$ cat src/rtl/fetch_pkg.sv
// rtl/fetch_pkg.sv - shared constants and queue entry type for the instruction prefetcher (FETCH_RRESP_CHECK_EN adds a fault bit)
package fetch_pkg;

  localparam int FETCH_INSTR_W = 32;

  // Fixed AR attributes: single 32-bit INCR-less beat, normal non-cacheable bufferable
  localparam logic [1:0] FETCH_ARBURST = 2'b00;
  localparam logic [3:0] FETCH_ARCACHE = 4'b0011;
  localparam logic [2:0] FETCH_ARSIZE  = 3'b010;
  localparam logic [2:0] FETCH_ARPROT  = 3'b000;

  typedef struct packed {
    logic [31:0]              pc;
    logic [FETCH_INSTR_W-1:0] command;
`ifdef FETCH_RRESP_CHECK_EN
    logic                     fault;
`endif
  } fetch_entry_t;

endpackage

$ cat src/rtl/fetch_prefetch_if.sv
// rtl/fetch_prefetch_if.sv - AXI read-address/read-data port plus fetched-word stream (FETCH_RRESP_CHECK_EN adds out_fault)
interface fetch_prefetch_if #(
  parameter int ADDR_W = 15,
  parameter int ID_W   = 4
);

  logic [ADDR_W-1:0]                  araddr;
  logic [1:0]                         arburst;
  logic [3:0]                         arcache;
  logic [ID_W-1:0]                    arid;
  logic [7:0]                         arlen;
  logic                               arlock;
  logic [2:0]                         arprot;
  logic [3:0]                         arqos;
  logic [2:0]                         arsize;
  logic                               arvalid;
  logic                               arready;
  logic [fetch_pkg::FETCH_INSTR_W-1:0] rdata;
  logic [ID_W-1:0]                    rid;
  logic                               rlast;
  logic [1:0]                         rresp;
  logic                               rvalid;
  logic                               rready;
  logic                               out_valid;
  logic                               out_ready;
  logic [31:0]                        out_pc;
  logic [fetch_pkg::FETCH_INSTR_W-1:0] out_command;
`ifdef FETCH_RRESP_CHECK_EN
  logic                               out_fault;
`endif

  modport master (
`ifdef FETCH_RRESP_CHECK_EN
    output out_fault,
`endif
    output araddr, arburst, arcache, arid, arlen, arlock, arprot, arqos, arsize, arvalid,
    output rready, out_valid, out_pc, out_command,
    input  arready, rdata, rid, rlast, rresp, rvalid, out_ready
  );

  modport slave (
`ifdef FETCH_RRESP_CHECK_EN
    input  out_fault,
`endif
    input  araddr, arburst, arcache, arid, arlen, arlock, arprot, arqos, arsize, arvalid,
    input  rready, out_valid, out_pc, out_command,
    output arready, rdata, rid, rlast, rresp, rvalid, out_ready
  );

endinterface

$ cat src/rtl/fetch_queue.sv
// rtl/fetch_queue.sv - synchronous FIFO of fetched words with clear and occupancy count
module fetch_queue
  import fetch_pkg::*;
#(
  parameter int DEPTH = 4,
  parameter int CW    = $clog2(DEPTH + 1)
) (
  input  logic         clk,
  input  logic         rstn,
  input  logic         clear,
  input  logic         push,
  input  fetch_entry_t push_data,
  input  logic         pop,
  output fetch_entry_t head,
  output logic [CW-1:0] count
);

  localparam int PW = $clog2(DEPTH);

  fetch_entry_t      mem [DEPTH];
  logic [PW-1:0]     wr_ptr;
  logic [PW-1:0]     rd_ptr;

  // Storage and pointers; clear drops everything including a same-cycle pop/push
  always_ff @(posedge clk) begin
    if (!rstn) begin
      wr_ptr <= '0;
      rd_ptr <= '0;
      count  <= '0;
      for (int i = 0; i < DEPTH; i++) mem[i] <= '0;
    end else if (clear) begin
      wr_ptr <= '0;
      rd_ptr <= '0;
      count  <= '0;
    end else begin
      if (push) begin
        mem[wr_ptr] <= push_data;
        wr_ptr      <= wr_ptr + PW'(1);
      end
      if (pop) rd_ptr <= rd_ptr + PW'(1);
      count <= count + CW'(push) - CW'(pop);
    end
  end

  assign head = mem[rd_ptr];

endmodule

$ cat src/rtl/fetch_prefetch.sv
// rtl/fetch_prefetch.sv - sequential instruction prefetcher with redirect flush (optional FETCH_RRESP_CHECK_EN fault tagging)
module fetch_prefetch
  import fetch_pkg::*;
#(
  parameter int          ADDR_W   = 15,
  parameter int          DEPTH    = 4,
  parameter int          ID_W     = 4,
  parameter logic [31:0] RESET_PC = 32'h0
) (
  input  logic              clk,
  input  logic              rstn,
  input  logic              redirect,
  input  logic [31:0]       redirect_pc,
  fetch_prefetch_if.master  bus
);

  localparam int CW = $clog2(DEPTH + 1);
  localparam int SW = CW + 1;

  logic [31:0]       fetch_pc;
  logic [31:0]       resp_pc;
  logic [CW-1:0]     outstanding;
  logic [CW-1:0]     drop;
  logic [CW-1:0]     count;
  logic              arvalid_q;
  logic [ADDR_W-1:0] araddr_q;
  logic              rready_q;
  logic              stall;
  logic              ar_hs;
  logic              r_hs;
  logic              push;
  logic              pop;
  logic              issue_seq;
  logic              issue_redir;
  logic [SW-1:0]     inflight;
  logic [SW-1:0]     redir_inflight;
  fetch_entry_t      push_data;
  fetch_entry_t      head;
  logic              unused_r;

  assign ar_hs = arvalid_q && bus.arready;
  assign r_hs  = bus.rvalid && rready_q;
  assign push  = r_hs && (drop == '0) && !redirect;
  assign pop   = bus.out_valid && bus.out_ready;

  // Credit: every word either in flight or buffered owns a queue slot
  assign inflight       = SW'(outstanding) + SW'(count);
  assign redir_inflight = SW'(outstanding) - SW'(r_hs);
  assign issue_seq      = !arvalid_q && !redirect && !stall && (inflight < SW'(DEPTH));
  assign issue_redir    = !arvalid_q && redirect && (redir_inflight < SW'(DEPTH));

  // Request issue, in-flight/drop bookkeeping and PC tracking
  always_ff @(posedge clk) begin
    if (!rstn) begin
      fetch_pc    <= RESET_PC;
      resp_pc     <= RESET_PC;
      outstanding <= '0;
      drop        <= '0;
      arvalid_q   <= 1'b0;
      araddr_q    <= '0;
      rready_q    <= 1'b0;
    end else begin
      rready_q    <= 1'b1;
      outstanding <= outstanding + CW'(ar_hs) - CW'(r_hs);
      if (redirect) drop <= outstanding - CW'(r_hs) + CW'(arvalid_q);
      else if (r_hs && (drop != '0)) drop <= drop - CW'(1);
      if (redirect) resp_pc <= redirect_pc;
      else if (push) resp_pc <= resp_pc + 32'd4;
      if (ar_hs) begin
        arvalid_q <= 1'b0;
      end else if (issue_redir) begin
        arvalid_q <= 1'b1;
        araddr_q  <= redirect_pc[ADDR_W-1:0];
      end else if (issue_seq) begin
        arvalid_q <= 1'b1;
        araddr_q  <= fetch_pc[ADDR_W-1:0];
      end
      // fetch_pc advances at issue so a stale pending AR cannot disturb it
      if (issue_redir) fetch_pc <= redirect_pc + 32'd4;
      else if (redirect) fetch_pc <= redirect_pc;
      else if (issue_seq) fetch_pc <= fetch_pc + 32'd4;
    end
  end

`ifdef FETCH_RRESP_CHECK_EN
  // Once a faulting word is buffered, stop fetching until the core redirects
  always_ff @(posedge clk) begin
    if (!rstn) stall <= 1'b0;
    else if (redirect) stall <= 1'b0;
    else if (push && bus.rresp[1]) stall <= 1'b1;
  end
  assign push_data.fault = bus.rresp[1];
  assign bus.out_fault   = head.fault;
`else
  assign stall = 1'b0;
`endif

  assign push_data.pc      = resp_pc;
  assign push_data.command = bus.rdata;

  fetch_queue #(.DEPTH(DEPTH), .CW(CW)) u_queue (
    .clk       (clk),
    .rstn      (rstn),
    .clear     (redirect),
    .push      (push),
    .push_data (push_data),
    .pop       (pop),
    .head      (head),
    .count     (count)
  );

  assign bus.out_valid   = (count != '0);
  assign bus.out_pc      = head.pc;
  assign bus.out_command = head.command;

  assign bus.araddr  = araddr_q;
  assign bus.arvalid = arvalid_q;
  assign bus.rready  = rready_q;
  assign bus.arburst = FETCH_ARBURST;
  assign bus.arcache = FETCH_ARCACHE;
  assign bus.arid    = '0;
  assign bus.arlen   = 8'd0;
  assign bus.arlock  = 1'b0;
  assign bus.arprot  = FETCH_ARPROT;
  assign bus.arqos   = 4'd0;
  assign bus.arsize  = FETCH_ARSIZE;

  assign unused_r = ^{bus.rid, bus.rlast, bus.rresp};

endmodule
$ cat src/flat_wrapper.sv
// flat-port wrapper written by rule: the top's interface ports become plain ports
module fetch_prefetch_flat import fetch_pkg::*;
#(
  parameter int          ADDR_W   = 15,
  parameter int          DEPTH    = 4,
  parameter int          ID_W     = 4,
  parameter logic [31:0] RESET_PC = 32'h0
)
  (clk, rstn, redirect, redirect_pc, bus_araddr, bus_arburst, bus_arcache, bus_arid, bus_arlen, bus_arlock, bus_arprot, bus_arqos, bus_arsize, bus_arvalid, bus_rready, bus_out_valid, bus_out_pc, bus_out_command, bus_arready, bus_rdata, bus_rid, bus_rlast, bus_rresp, bus_rvalid, bus_out_ready);
  fetch_prefetch_if #(.ADDR_W(ADDR_W), .ID_W(ID_W)) bus_i ();
  input  logic clk;
  input  logic rstn;
  input  logic redirect;
  input  logic [31:0] redirect_pc;
  output wire logic [$bits(bus_i.araddr)-1:0] bus_araddr;
  output wire logic [$bits(bus_i.arburst)-1:0] bus_arburst;
  output wire logic [$bits(bus_i.arcache)-1:0] bus_arcache;
  output wire logic [$bits(bus_i.arid)-1:0] bus_arid;
  output wire logic [$bits(bus_i.arlen)-1:0] bus_arlen;
  output wire logic [$bits(bus_i.arlock)-1:0] bus_arlock;
  output wire logic [$bits(bus_i.arprot)-1:0] bus_arprot;
  output wire logic [$bits(bus_i.arqos)-1:0] bus_arqos;
  output wire logic [$bits(bus_i.arsize)-1:0] bus_arsize;
  output wire logic [$bits(bus_i.arvalid)-1:0] bus_arvalid;
  output wire logic [$bits(bus_i.rready)-1:0] bus_rready;
  output wire logic [$bits(bus_i.out_valid)-1:0] bus_out_valid;
  output wire logic [$bits(bus_i.out_pc)-1:0] bus_out_pc;
  output wire logic [$bits(bus_i.out_command)-1:0] bus_out_command;
  input wire logic [$bits(bus_i.arready)-1:0] bus_arready;
  input wire logic [$bits(bus_i.rdata)-1:0] bus_rdata;
  input wire logic [$bits(bus_i.rid)-1:0] bus_rid;
  input wire logic [$bits(bus_i.rlast)-1:0] bus_rlast;
  input wire logic [$bits(bus_i.rresp)-1:0] bus_rresp;
  input wire logic [$bits(bus_i.rvalid)-1:0] bus_rvalid;
  input wire logic [$bits(bus_i.out_ready)-1:0] bus_out_ready;
  assign bus_araddr = bus_i.araddr;
  assign bus_arburst = bus_i.arburst;
  assign bus_arcache = bus_i.arcache;
  assign bus_arid = bus_i.arid;
  assign bus_arlen = bus_i.arlen;
  assign bus_arlock = bus_i.arlock;
  assign bus_arprot = bus_i.arprot;
  assign bus_arqos = bus_i.arqos;
  assign bus_arsize = bus_i.arsize;
  assign bus_arvalid = bus_i.arvalid;
  assign bus_rready = bus_i.rready;
  assign bus_out_valid = bus_i.out_valid;
  assign bus_out_pc = bus_i.out_pc;
  assign bus_out_command = bus_i.out_command;
  assign bus_i.arready = bus_arready;
  assign bus_i.rdata = bus_rdata;
  assign bus_i.rid = bus_rid;
  assign bus_i.rlast = bus_rlast;
  assign bus_i.rresp = bus_rresp;
  assign bus_i.rvalid = bus_rvalid;
  assign bus_i.out_ready = bus_out_ready;
  fetch_prefetch #(.ADDR_W(ADDR_W), .DEPTH(DEPTH), .ID_W(ID_W), .RESET_PC(RESET_PC)) u_core (.clk(clk), .rstn(rstn), .redirect(redirect), .redirect_pc(redirect_pc), .bus(bus_i));
endmodule
$ cat config.mk
export PLATFORM = sky130hd
export DESIGN_NAME = fetch_prefetch_flat
export DESIGN_NICKNAME = d
export VERILOG_FILES = /design/src/rtl/fetch_pkg.sv /design/src/rtl/fetch_prefetch_if.sv /design/src/rtl/fetch_queue.sv /design/src/rtl/fetch_prefetch.sv /design/src/flat_wrapper.sv
export SDC_FILE = /design/constraint.sdc
export NUM_CORES = 1
export LEC_CHECK = 0
export ABC_AREA = 0
export CAP_MARGIN = 0
export CORE_ASPECT_RATIO = 0.8
export CORE_MARGIN = 5
export CORE_UTILIZATION = 44
export CTS_BUF_LIST = sky130_fd_sc_hd__clkbuf_16
export DETAILED_ROUTE_END_ITERATION = 8
export DONT_BUFFER_PORTS = 1
export PLACE_DENSITY_LB_ADDON = 0.12
export SLEW_MARGIN = 20
export SYNTH_ARGS = -nofsm -noshare
export SYNTH_HDL_FRONTEND = slang
export SYNTH_SLANG_ARGS = --single-unit
$ cat constraint.sdc
create_clock -name clk -period 10 [get_ports clk]
set_input_delay 1 -clock clk [delete_from_list [all_inputs] [get_ports clk]]
set_output_delay 1 -clock clk [all_outputs]
set_load 0.05 [all_outputs]
### Word-level counts from Yosys, hierarchy flattened

Memory sizes are Yosys's and may differ from the RTL's. A register that Yosys moved wholly into a read port is not among the register bits.
Index checks and enable logic that the tools add are counted.

* register bits: 94
* bits in writable memories: 256
* bits of input ports: 77
* word-level logic and storage cells: 74
* memories kept: 1

* add/subtract/negate cells: 14
* order comparisons: 2
* muxes and demuxes: 22
* bitwise gates (word level): 2
* reduce and logical (&&, ||, !) cells: 23

Memory list
* u_core.u_queue.mem: depth 4, bits a word 64, rd ports 1, clocked after memory_dff 1, wr ports 4, line fetch_queue.sv:20 `fetch_entry_t mem [DEPTH];`

Operators with widths (count)
* $mux W32: 5
* $add A32 B3 Y32 const B: 3
* $mux W64: 1
* $reduce_or A64 Y1: 1
* $mux W15: 2
* $logic_and A1 B1 Y1: 10
* $add A3 B1 Y3: 3
* $mux W1: 9
* $reduce_bool A3 Y1: 3
* $sub A3 B1 Y3: 3
* $lt A4 B3 Y1 const B: 2
* $mux W2: 3
* $mux W3: 2
* $reduce_bool A2 Y1: 3
* $add A2 B1 Y2 const B: 2
* $add A3 B3 Y4: 1
* $reduce_or A2 Y1: 2
* $sub A3 B1 Y4: 1
* $logic_not A3 Y1: 1
* $sub A3 B1 Y3 const B: 1
* $logic_not A1 Y1: 2
* $not A1 Y1: 2
* $reduce_and A2 Y1: 1

### Logic depth before layout (Yosys ltp)

* word-level depth: 9
* mapped depth: 14
* mapped depth without buffers: 12

### Modules after synthesis

Synthesis repeated with hierarchy kept, for this count alone.

* cell total of the unflattened synthesis: 1292
* area, all modules: 15642.5 sq um

Modules (own cells, without submodules)
* fetch_queue: instances 1, cells each 733, area an instance 11187.0 sq um, sequential area each 7867.5 sq um
* fetch_prefetch: instances 1, cells each 559, area an instance 4455.5 sq um, sequential area each 1401.3 sq um

### Worst setup path before layout

No wires, ideal clock.

* path kind: input-to-reg
* from: input rstn
* to: memory u_core.u_queue.mem[2][0] (netlist bit) (enable)
* library setup time: 0.574 ns
* data arrival time: 6.190 ns
* data required time: 9.426 ns
* path slack: 3.236 ns
* cell stages on the path: 6
* buffers on the path: 2
* cells stage by stage: buf_2 > inv_2 > nor2_2 > nand2_1 > buf_2 > o21ai_0

RTL lines
* start: declaration: line flat_wrapper.sv:12 `input logic rstn;`
* end: declaration: line fetch_queue.sv:20

==> summary.md <==
| Metric | Value |
|---|---|
| Post-cts resize count | `0` |
| Largest net degree at the start of global routing | `between 60 and 70` |
| Drt first pass iters | `7` |
| Final setup viols | `0` |
| Internal power | `approximately 2.6 mW` |
| Die ar. | `approximately 39000 µm²` |
| Seq pwr share | `0.489` |
| Worst Tran Pin Value | `848.8 ps` |
| Seq/Total Area, Yosys | `0.5951` |
| Synth Register Bits | `335` |
| Worst-path clk slew | `around 60 ps` |
| Yosys cell types | `59` |
| Worst Path Class, Setup | `flip-flop to flip-flop` |
| Combinational group share of total power | `0.124` |
| CTS tree | `done` |
| Num CTS Buffers | `37` |
| Startpoint Class | `flip-flop` |
| Mapped Avg Cell Area | `between 10 and 15 µm²` |
| Min-Delay Path Class | `flip-flop to flip-flop` |
| Critical path capture point type | `flip-flop` |
| CTS Hold Buffers Added | `0` |
| Mapped Area | `between 15000 and 20000 µm²` |
| Row count | `between 60 and 70` |
| Status | `completed` |
| Slew Limit Fails | `0` |
| Gate Count Post-Synth | `1221` |
| Crit path DAT | `roughly 4900 ps` |
| Grt ovf | `0` |
| Fin worst setup slack | `about 5300 ps` |
| Root Driver | `clkbuf_16` |
| Wirelength per Cell | `22.94 µm` |
| Commonest non-fill, non-tap cell in the layout | `edfxtp_1` |
| Adder-Cell Fraction of Synth Area | `0.01671` |
| GRT Total Usage | `0.1981` |
| FF-to-FF setup slack | `between 5000 and 6000 ps` |
| DRC viols | `0` |
| Worst clock skew | `about 11 ps` |
| Placement Setup Slack | `roughly 5000 ps` |
| # H-tree levels | `2` |
| Most frequent cell on the critical path | `buf_4` |
| Final count of hold timing violations | `0` |
| Unrepaired setup endpoints after global routing | `false` |
| Share of Yosys cell area claimed by the top area cell type | `0.4935` |
| TNS Setup | `0 ps` |
| Net Sw Power | `1.005 mW` |
| CP Max Fanout | `61` |
| CP max stage cell | `dfxtp_1` |
| Max Clk Rate | `212.4 MHz` |
| Pwr/cell area | `approximately 210 nW/µm²` |
| Via count | `9261` |
| Switching Fraction | `0.2824` |
| Main combinational cell family by area after synthesis | `simple AND/OR/NAND/NOR gates` |
| Core region area | `between 30000 and 40000 µm²` |
| # clock sinks | `335` |
| Drt initial violations | `about 760` |
| Post-synthesis compound-gate area fraction | `0.04474` |
| Post-CTS setup buffers | `0` |
| Initial core utilization | `0.4466` |
| Area leader, netlist | `edfxtp_1` |
| Clk_lat worst skew | `530 ps` |
| Leakage power | `around 6.2 nW` |
| Min Tclk post-route | `approximately 4700 ps` |
| Clock power frac | `0.387` |
| Placed cells | `1624` |
| Ys flop type | `edfxtp_1` |
| Via density | `5.473` |
| CP max stage delay | `around 710 ps` |
| Final cell count without fillers | `1692` |
| Crit-path cells | `and4b_2 > buf_4 > nand2_1 > nor3_4 > buf_4 > nand2b_4 > buf_4` |
| Final HPWL DP | `~24000 µm` |
| Most frequent cells in the layout | `edfxtp_1, and2_1, nand2_1` |
| Multiplexer share of the synthesized area | `0.09447` |
| Critical Path RT | `between 10000 and 15000 ps` |
| Synthesis Warnings | `0` |
| Max IR drop VDD | `approximately 0.14 mV` |
| Port Buffers | `0` |
| Layout area overhead | `10.42%` |
| First-pass GRT wire length | `58750 µm` |
| I/O pin cnt | `188` |
| Antenna Nets Post-Route | `0` |
| Simple-Gate Fraction of Synth Area | `0.1686` |
| Antenna Cells | `0` |
| Final nets | `between 1000 and 1500` |
| Max Cap Viol | `0` |
| Xor/xnor share of the synthesized area | `0.03374` |
| Share of layout cells above drive strength 1 | `0.1352` |
| Fin crit share | `0.4708` |
| Die width | `around 220 µm` |
| Number of synthesized flops with an enable pin | `about 260` |
| Relative slew slack | `0.4328` |
| DRT Wirelength | `about 39000 µm` |
| Initial antenna violation count | `1` |
| Post-synth ARST share | `0` |
| Dominant cells by area after synthesis | `edfxtp_1, dfxtp_1, mux4_2, and2_1, xnor2_1` |
| Global placement routability congestion | `about 0.80` |
| Die Height | `around 180 µm` |
| Vias in the first global route | `between 9000 and 10000` |
| Max Root-Sink Buffers | `3` |
## cells by family after synthesis
kind of cell	Yosys count
and+or+nand+nor	471
DFF	335
buffers and inverters	153
AOI/OAI and AO/OA	114
muxes	67
xor gates and xnor gates	60
adders and majority gates	19
other	2
## worst max-delay path, delay by kind of cell (launching register included)
family        cells  cell delay [ps]
flops             1              710
buf+inv           3             1800
simple gates      4             1720
## sequential cells by signal, indices dropped and copies added, names as in the netlist, 3 cells and up, named ones only
signal,cells
u_core.u_queue.mem,256
u_core.resp_pc,32
u_core.bus.araddr,15
u_core.fetch_pc,15
u_core.drop,3
u_core.outstanding,3
u_core.u_queue.count,3
## layout make-up
class	instances	area, µm²
Multi-Input combinational cell	760	5751
Clock inverter	27	249.0
Timing Repair Buffer	19	206.4
Sequential cell	335	9276
Inverter	40	150.1
Tap cell	472	590.6
Fill cell	3114	17680
Clock buffer	39	975.9
## worst paths after layout
| kind | startpoint | end | cells after the start |
|---|---|---|---|
| setup / recovery | u_core.bus.rready | u_core.u_queue.mem[0][59] | 7 |
| hold / removal | u_core.fetch_pc[1] | u_core.fetch_pc[1] | 2 |
| hold reg to reg | u_core.fetch_pc[1] | u_core.fetch_pc[1] | 2 |
| setup reg to reg | u_core.bus.rready | u_core.u_queue.mem[0][59] | 7 |
## synthesized netlist by cell type, drive strengths merged (2+ instances only)
cell type,instances
dfxtp,79
inv,40
nand2,90
fa,3
xnor2,45
o211ai,2
a21oi,31
edfxtp,256
a21boi,2
o211a,2
o22ai,7
nand2b,5
o21ai,41
and4,9
nand3,23
conb,2
xor2,15
nand4,15
mux2i,3
nor3,20
nor4,14
and3,49
buf,53
mux4,64
a311oi,15
and2,151
a31oi,3
a211oi,6
ha,16
nor2,86
clkbuf,60
## power groups by stage
stage	Clock [mW]	Combinational (mW)	Sequential, mW
2_1_floorplan	0	0.381	1.74
6_report	1.38	0.443	1.74
3_3_place_gp	0	0.439	1.77
3_5_place_dp	0	0.443	1.77
4_1_cts	1.41	0.444	1.74
5_1_grt	1.48	0.483	1.75
## per-layer routing
metal	global-route usage	up-vias	part of all wire
li1	-	4322	-
met1	0.2895	4635	0.45
met2	0.3078	258	0.47
met3	0.04242	44	0.063
met4	0.04263	2	0.016
met5	0	-	0.00033
## stage by stage
| step | util | total power [mW] | cell area (µm²) | hold WS [ps] |
|---|---|---|---|---|
| finish | 0.4931 | 3.557 | 17200 | 458.1 |
| floorplan | - | 2.124 | 15680 | 436.6 |
| global placement | 0.4554 | 2.207 | 15880 | 447.6 |
| CTS | 0.4913 | 3.592 | 17140 | 460.9 |
| global route | 0.4931 | 3.708 | 17200 | 473.8 |
| detailed placement | 0.4561 | 2.212 | 15910 | 453.2 |
No activity file was read; power rests on OpenSTA's default activity.
